[src/rtl/pipeline_step_controller_pkg.sv]
// Shared definitions for the pipeline step controller.
//   - 3-bit state encodings and the FSM state type
//   - index of the hard-wired zero register (never a real dependency)
//   - helper deciding whether the MEM stage needs the memory this step
package pipeline_step_controller_pkg;

    localparam logic [2:0] ST_IDLE  = 3'd0;
    localparam logic [2:0] ST_DATA  = 3'd1;
    localparam logic [2:0] ST_FETCH = 3'd2;
    localparam logic [2:0] ST_ADV   = 3'd3;
    localparam logic [2:0] ST_ERR   = 3'd4;

    typedef enum logic [2:0] {
        S_IDLE  = ST_IDLE,
        S_DATA  = ST_DATA,
        S_FETCH = ST_FETCH,
        S_ADV   = ST_ADV,
        S_ERR   = ST_ERR
    } state_e;

    localparam logic [4:0] X0_IDX = 5'd0;

    function automatic logic mem_access_pending(input logic mem_read, input logic mem_write);
        return mem_read | mem_write;
    endfunction

endpackage

[src/rtl/pipeline_step_controller_if.sv]
// Memory handshake between the step controller and the unified memory port.
//   mem_req       controller -> memory  request valid
//   mem_sel_data  controller -> memory  1 = data address drives memory, 0 = PC
//   data_capture  controller -> datapath pulse: latch data read result
//   if_capture    controller -> datapath pulse: latch fetched instruction
//   mem_ready     memory -> controller  current request completes this cycle
interface pipeline_step_controller_if;
    logic mem_req;
    logic mem_sel_data;
    logic data_capture;
    logic if_capture;
    logic mem_ready;

    modport master (
        output mem_req,
        output mem_sel_data,
        output data_capture,
        output if_capture,
        input  mem_ready
    );

    modport slave (
        input  mem_req,
        input  mem_sel_data,
        input  data_capture,
        input  if_capture,
        output mem_ready
    );
endinterface

[src/rtl/pipeline_step_controller_load_use_detector.sv]
// Load-use detector: flags an ID-stage instruction that reads the register a
// load in EX is about to write, which MEM/WB forwarding cannot cover.
//   mem_read_i  EX instruction is a load
//   rd_i        EX destination register
//   rs1_i/rs2_i ID source registers
//   load_use_o  stall required (combinational)
module pipeline_step_controller_load_use_detector
    import pipeline_step_controller_pkg::*;
(
    input  logic       mem_read_i,
    input  logic [4:0] rd_i,
    input  logic [4:0] rs1_i,
    input  logic [4:0] rs2_i,
    output logic       load_use_o
);

    // x0 is never written, so a load targeting it creates no dependency.
    assign load_use_o = mem_read_i & (rd_i != X0_IDX) & ((rd_i == rs1_i) | (rd_i == rs2_i));

endmodule

[src/rtl/pipeline_step_controller.sv]
// Pipeline step controller: shares one single-ported memory between the
// MEM-stage data access and the IF fetch, then issues one advance pulse per
// step with load-use stall and taken-branch flush applied.
//   clk, rst             clock, asynchronous active-high reset
//   mif (master)         memory request/select/capture strobes, mem_ready in
//   ID_EX_*, IF_ID_*     load-use hazard operands (sampled only in S_ADV)
//   EX_MEM_MemRead/Write MEM-stage access request for the next step
//   branch_taken         EX resolved a taken branch
//   pc_write, pipe_write, id_ex_bubble, if_id_flush  advance-step enables
//   mem_error            sticky memory timeout flag
//   stall_cycles         saturating count of cycles without an advance pulse
module pipeline_step_controller
    import pipeline_step_controller_pkg::*;
#(
    parameter int TIMEOUT = 64,
    parameter int CNT_W   = 32
) (
    input  logic                       clk,
    input  logic                       rst,
    pipeline_step_controller_if.master mif,
    input  logic                       ID_EX_MemRead,
    input  logic [4:0]                 ID_EX_RegisterRd,
    input  logic [4:0]                 IF_ID_RegisterRs1,
    input  logic [4:0]                 IF_ID_RegisterRs2,
    input  logic                       EX_MEM_MemRead,
    input  logic                       EX_MEM_MemWrite,
    input  logic                       branch_taken,
    output logic                       pc_write,
    output logic                       pipe_write,
    output logic                       id_ex_bubble,
    output logic                       if_id_flush,
    output logic                       mem_error,
    output logic [CNT_W-1:0]           stall_cycles
);

    localparam int                WAIT_W    = (TIMEOUT > 2) ? $clog2(TIMEOUT) : 1;
    localparam logic [WAIT_W-1:0] WAIT_LAST = WAIT_W'(TIMEOUT - 1);

    state_e            state_q;
    logic [WAIT_W-1:0] wait_q;
    logic              data_rd_q;
    logic              mem_error_q;
    logic [CNT_W-1:0]  stall_q;
    logic [CNT_W-1:0]  stall_d;

    logic load_use_s;
    logic in_data_s;
    logic in_fetch_s;
    logic in_adv_s;
    logic mem_req_s;
    logic mem_sel_data_s;
    logic data_capture_s;
    logic if_capture_s;
    logic pc_write_s;
    logic pipe_write_s;
    logic id_ex_bubble_s;
    logic if_id_flush_s;
    logic adv_pulse_s;

    pipeline_step_controller_load_use_detector u_load_use (
        .mem_read_i (ID_EX_MemRead),
        .rd_i       (ID_EX_RegisterRd),
        .rs1_i      (IF_ID_RegisterRs1),
        .rs2_i      (IF_ID_RegisterRs2),
        .load_use_o (load_use_s)
    );

    // Memory strobes decode from state; a data write completes without a capture pulse.
    always_comb begin
        in_data_s      = (state_q == S_DATA);
        in_fetch_s     = (state_q == S_FETCH);
        in_adv_s       = (state_q == S_ADV);
        mem_req_s      = in_data_s | in_fetch_s;
        mem_sel_data_s = in_data_s;
        data_capture_s = in_data_s & mif.mem_ready & data_rd_q;
        if_capture_s   = in_fetch_s & mif.mem_ready;
    end

    // Advance enables exist only in S_ADV, so hazard inputs reach no output elsewhere.
    always_comb begin
        pc_write_s     = 1'b0;
        pipe_write_s   = 1'b0;
        id_ex_bubble_s = 1'b0;
        if_id_flush_s  = 1'b0;
        if (in_adv_s) begin
            pipe_write_s = 1'b1;
            if (branch_taken) begin
                // Wrong-path instructions in IF/ID and ID die; the stall is moot.
                pc_write_s     = 1'b1;
                id_ex_bubble_s = 1'b1;
                if_id_flush_s  = 1'b1;
            end else if (load_use_s) begin
                // PC holds so the same word is refetched next step.
                pc_write_s     = 1'b0;
                id_ex_bubble_s = 1'b1;
                if_id_flush_s  = 1'b0;
            end else begin
                pc_write_s     = 1'b1;
                id_ex_bubble_s = 1'b0;
                if_id_flush_s  = 1'b0;
            end
        end else begin
            pipe_write_s = 1'b0;
        end
        adv_pulse_s = in_adv_s & pc_write_s;
    end

    // Stall counter next value: counts every non-advancing cycle and sticks at all-ones.
    always_comb begin
        if (adv_pulse_s || (stall_q == {CNT_W{1'b1}})) begin
            stall_d = stall_q;
        end else begin
            stall_d = stall_q + CNT_W'(1);
        end
    end

    // Step FSM with wait counter and sticky timeout flag.
    always_ff @(posedge clk or posedge rst) begin
        if (rst) begin
            state_q     <= S_IDLE;
            wait_q      <= '0;
            data_rd_q   <= 1'b0;
            mem_error_q <= 1'b0;
        end else begin
            case (state_q)
                S_IDLE, S_ADV: begin
                    wait_q <= '0;
                    // Latch read-vs-write so S_DATA never looks at the EX/MEM inputs.
                    data_rd_q <= EX_MEM_MemRead;
                    if (mem_access_pending(EX_MEM_MemRead, EX_MEM_MemWrite)) begin
                        state_q <= S_DATA;
                    end else begin
                        state_q <= S_FETCH;
                    end
                end
                S_DATA, S_FETCH: begin
                    if (mif.mem_ready) begin
                        wait_q  <= '0;
                        state_q <= (state_q == S_DATA) ? S_FETCH : S_ADV;
                    end else if (wait_q == WAIT_LAST) begin
                        // TIMEOUT cycles waited with no ready: give up for good.
                        state_q     <= S_ERR;
                        mem_error_q <= 1'b1;
                    end else begin
                        wait_q <= wait_q + WAIT_W'(1);
                    end
                end
                S_ERR: begin
                    state_q     <= S_ERR;
                    mem_error_q <= 1'b1;
                end
                default: begin
                    state_q     <= S_ERR;
                    mem_error_q <= 1'b1;
                end
            endcase
        end
    end

    // Performance counter register.
    always_ff @(posedge clk or posedge rst) begin
        if (rst) begin
            stall_q <= '0;
        end else begin
            stall_q <= stall_d;
        end
    end

    assign mif.mem_req      = mem_req_s;
    assign mif.mem_sel_data = mem_sel_data_s;
    assign mif.data_capture = data_capture_s;
    assign mif.if_capture   = if_capture_s;
    assign pc_write         = pc_write_s;
    assign pipe_write       = pipe_write_s;
    assign id_ex_bubble     = id_ex_bubble_s;
    assign if_id_flush      = if_id_flush_s;
    assign mem_error        = mem_error_q;
    assign stall_cycles     = stall_q;

endmodule

[src/flat_wrapper.sv]
// flat-port wrapper written by rule: the top's interface ports become plain ports
module pipeline_step_controller_flat import pipeline_step_controller_pkg::*;
#(
    parameter int TIMEOUT = 64,
    parameter int CNT_W   = 32
)
  (clk, rst, ID_EX_MemRead, ID_EX_RegisterRd, IF_ID_RegisterRs1, IF_ID_RegisterRs2, EX_MEM_MemRead, EX_MEM_MemWrite, branch_taken, pc_write, pipe_write, id_ex_bubble, if_id_flush, mem_error, stall_cycles, mif_mem_req, mif_mem_sel_data, mif_data_capture, mif_if_capture, mif_mem_ready);
  pipeline_step_controller_if mif_i ();
  input  logic clk;
  input  logic rst;
  input  logic ID_EX_MemRead;
  input  logic [4:0] ID_EX_RegisterRd;
  input  logic [4:0] IF_ID_RegisterRs1;
  input  logic [4:0] IF_ID_RegisterRs2;
  input  logic EX_MEM_MemRead;
  input  logic EX_MEM_MemWrite;
  input  logic branch_taken;
  output logic pc_write;
  output logic pipe_write;
  output logic id_ex_bubble;
  output logic if_id_flush;
  output logic mem_error;
  output logic [CNT_W-1:0] stall_cycles;
  output wire logic [$bits(mif_i.mem_req)-1:0] mif_mem_req;
  output wire logic [$bits(mif_i.mem_sel_data)-1:0] mif_mem_sel_data;
  output wire logic [$bits(mif_i.data_capture)-1:0] mif_data_capture;
  output wire logic [$bits(mif_i.if_capture)-1:0] mif_if_capture;
  input wire logic [$bits(mif_i.mem_ready)-1:0] mif_mem_ready;
  assign mif_mem_req = mif_i.mem_req;
  assign mif_mem_sel_data = mif_i.mem_sel_data;
  assign mif_data_capture = mif_i.data_capture;
  assign mif_if_capture = mif_i.if_capture;
  assign mif_i.mem_ready = mif_mem_ready;
  pipeline_step_controller #(.TIMEOUT(TIMEOUT), .CNT_W(CNT_W)) u_core (.clk(clk), .rst(rst), .mif(mif_i), .ID_EX_MemRead(ID_EX_MemRead), .ID_EX_RegisterRd(ID_EX_RegisterRd), .IF_ID_RegisterRs1(IF_ID_RegisterRs1), .IF_ID_RegisterRs2(IF_ID_RegisterRs2), .EX_MEM_MemRead(EX_MEM_MemRead), .EX_MEM_MemWrite(EX_MEM_MemWrite), .branch_taken(branch_taken), .pc_write(pc_write), .pipe_write(pipe_write), .id_ex_bubble(id_ex_bubble), .if_id_flush(if_id_flush), .mem_error(mem_error), .stall_cycles(stall_cycles));
endmodule
[config.mk]
export PLATFORM = sky130hd
export DESIGN_NAME = pipeline_step_controller_flat
export DESIGN_NICKNAME = d
export VERILOG_FILES = /design/src/rtl/pipeline_step_controller_pkg.sv /design/src/rtl/pipeline_step_controller_if.sv /design/src/rtl/pipeline_step_controller_load_use_detector.sv /design/src/rtl/pipeline_step_controller.sv /design/src/flat_wrapper.sv
export SDC_FILE = /design/constraint.sdc
export NUM_CORES = 1
export LEC_CHECK = 0
export ABC_AREA = 1
export CORE_MARGIN = 2
export CORE_UTILIZATION = 46
export DETAILED_ROUTE_END_ITERATION = 10
export PLACE_DENSITY = 0.86
export SYNTH_ARGS = -nofsm -noshare
export SYNTH_HDL_FRONTEND = slang
export SYNTH_SLANG_ARGS = --single-unit
[constraint.sdc]
create_clock -name clk -period 1.6 [get_ports clk]
set_input_delay 0.4 -clock clk [delete_from_list [all_inputs] [get_ports clk]]
set_output_delay 0.4 -clock clk [all_outputs]
set_load 0.005 [all_outputs]
==> metrics.csv <==
metric,value,unit
outcome,finished with violations,
violations,setup timing,
synth_area,2870,um2
grt_max_degree,44,
clk_path_buf_depth,2,
layout_commonest_cell,nand2_1,
critPathKind,flop to flop,
grt_pass1_vias,3585,
finalNonFillerCells,675,
dp_hpwl,6.04,mm
worstPathArrival,2.11,ns
hold_viol,0,
synth_top_area_frac,0.375,
required,1.84,ns
grt_overflow_total,0,
startpoint_type,flop,
syn_area_per_cell,6.56,um2
hold_path_class,primary input to asynchronous set/reset pin,
crit_fanout,6,
worstMarginPinSlew,0.363,ns
yosysTopAreaCell,dfrtp_1,
r2r-start,u_core.stall_cycles[1],
grt_pass1_wl,16.3,mm
async_flop_share,1.00,
wire_per_inst,17.1,um
setup_viol,49,
path_clk_slew,0.10,ns
ant_nets,0,
yosys-top-cells-area,"dfrtp_1, nand2_1, inv_1, nand3_1, nor2_1",
numCtsBuffers,5,
place_congestion,0.828,
core,5960,um2
drv_cap,0,
fmax,537,MHz
first_iter_violations,317,
design_area,4710,um2
yosys.area_share.simple,0.432,
ir_drop,811,uV
areaGrowthSynthToFinish,64.5,%
synthesis.nets,461,
synthXorXnorAreaFrac,0.0306,
clock_tree.root_cell,clkbuf_8,
rr_worst_depth,11,
fillers,387,
synth_top_family_by_area,simple AND/OR/NAND/NOR gates,
rows,28,
routed-via-count,3753,
power_leakage,0.00254,uW
rsz0062_at_grt,yes,
drive_gt1_frac,0.360,
slew_viol_final,0,
final_util,0.792,
io_pins,63,
port_buffers,62,
slowest_stage,dfrtp_1,
htree_levels,2,
cp-end-kind,flop,
multi_input_area,1760,um2
synthCells,437,
postLayoutSetupSlackWorst,-0.264,ns
finClkSkew,0.0130,ns
final_nets,623,
dieArea,6880,um2
final_cell_mix,"nand2_1, buf_4, inv_1",
synthFlopType,dfrtp_1,
finalCritPeriodShare,1.16,
die-height,82.9,um
cts.sinks,43,
seq_area,1080,um2
antenna_found_initial,0,
cp_cell_sequence,ha_4 > nand2_4 > nor2_4 > nand2_2 > nor2_4 > nand4_4 > buf_6 > nand2_4 > buf_6 > nand2_2 > nand2_1,
fin_crit,1.86,ns
yosysWarnings,0,
cp-startpoint,u_core.stall_cycles[1],
ys_ff_latch,43,
clk_latency,0.31,ns
placed_cells,621,
synth_edf_count,0,
n_antenna_cell,0,
muxShareOfSynthArea,0,
synth_seq_area_share,0.375,
drtPass1Iterations,6,
slew-limit-headroom,0.756,
vias_per_cell,5.56,
power_density,1080,nW/um2
setup_tns,-7.96,ns
synth_adder_area_share,0.00873,
die_w,82.9,um
tritoncts,built,
totalWireLength,11.5,mm
synth_cell_type_count,27,
preCtsSetupSlack,-0.888,ns
critPathMaxStageDelay,0.41,ns
drc_errors,0,
grt_usage,0.285,
start_util,0.481,
placed_cell_area,3960,um2
synth_compound_area_frac,0.0371,
-- power by group --
| part | leakage, uW | total, uW | internal [uW] | switching, uW |
|---|---|---|---|---|
| sequential | 0.000579 | 1380 | 1230 | 149 |
| combinational | 0.00190 | 2810 | 1430 | 1390 |
| clock | 0.0000581 | 907 | 466 | 441 |
-- layer usage --
metal / track usage / vias up / wire (um) / share of wire
li1: - / 1676 / - / -
met4: 0.151 / 0 / 694 / 0.060
met5: 0 / - / 0 / 0
met3: 0.0427 / 69 / 824 / 0.072
met2: 0.495 / 244 / 5850 / 0.51
met1: 0.338 / 1764 / 4150 / 0.36
-- through the flow --
step,power [uW],hold WS (ns)
after floorplan,2180,0.465
after global placement,2990,0.457
after detailed placement,3090,0.472
after CTS,4460,0.444
after global routing,5320,0.434
final,5100,0.411
-- logic make-up after synthesis --
logic type / after synthesis
flip-flops: 43
AND/OR/NAND/NOR: 279
buffers and inverters: 83
XOR/XNOR: 10
AO/OA/AOI/OAI: 20
adder cells (fa/ha/maj): 2
-- final cells by class --
class | count | area share
well taps | 75 | 0.0199
flip-flops and latches | 43 | 0.229
repair buffers | 162 | 0.294
clock buffers | 5 | 0.0146
inverters | 75 | 0.0597
multi-input cells | 312 | 0.374
clock inverters | 3 | 0.00929
-- cells in the mapped netlist (2+ instances only) --
master    count
nor3_1        7
inv_1        70
inv_2         4
xor2_1        6
nor2_2        8
a21oi_1      11
xnor2_1       4
nand3_2       3
nand2_1     155
nor2_4        2
buf_2         6
nand4_1      10
nand3_1      47
nand3b_1      2
dfrtp_1      43
buf_6         2
nand2_2       4
nor2_1       38
ha_1          2
o21ai_0       6
-- registers in the layout, summed over array words and instances (netlist names) --
signal / flops
u_core.wait_q: 6
u_core.mem_error: 1
u_core.data_rd_q: 1
u_core.stall_cycles: 32
u_core.state_q: 3
-- critical path, delay by kind of cell (launching register included) --
kind	cells	cell delay, ns
buffers and inverters	2	0.32
adders and majority gates	1	0.17
DFF	1	0.41
and+or+nand+nor	8	0.90
-- path summary, 6_finish.rpt --
kind | to | slack, ns
min reg2reg | u_core.mem_error | 0.49
min | u_core.stall_cycles[1] | 0.41
max in group asynchronous | u_core.state_q[2] | 0.94
max reg2reg | u_core.stall_cycles[12] | -0.26
max | u_core.stall_cycles[12] | -0.26
min in group clk | u_core.mem_error | 0.49
-- what timing repair did --
action,in CTS,in global routing
gates cloned,3,0
pin swaps,34,22
setup buffers,35,14
endpoints found under the setup margin,73,51
hold endpoints to repair,0,0
gates resized for setup,188,55
hold buffers,0,0
No activity file was read; power rests on OpenSTA's default activity.
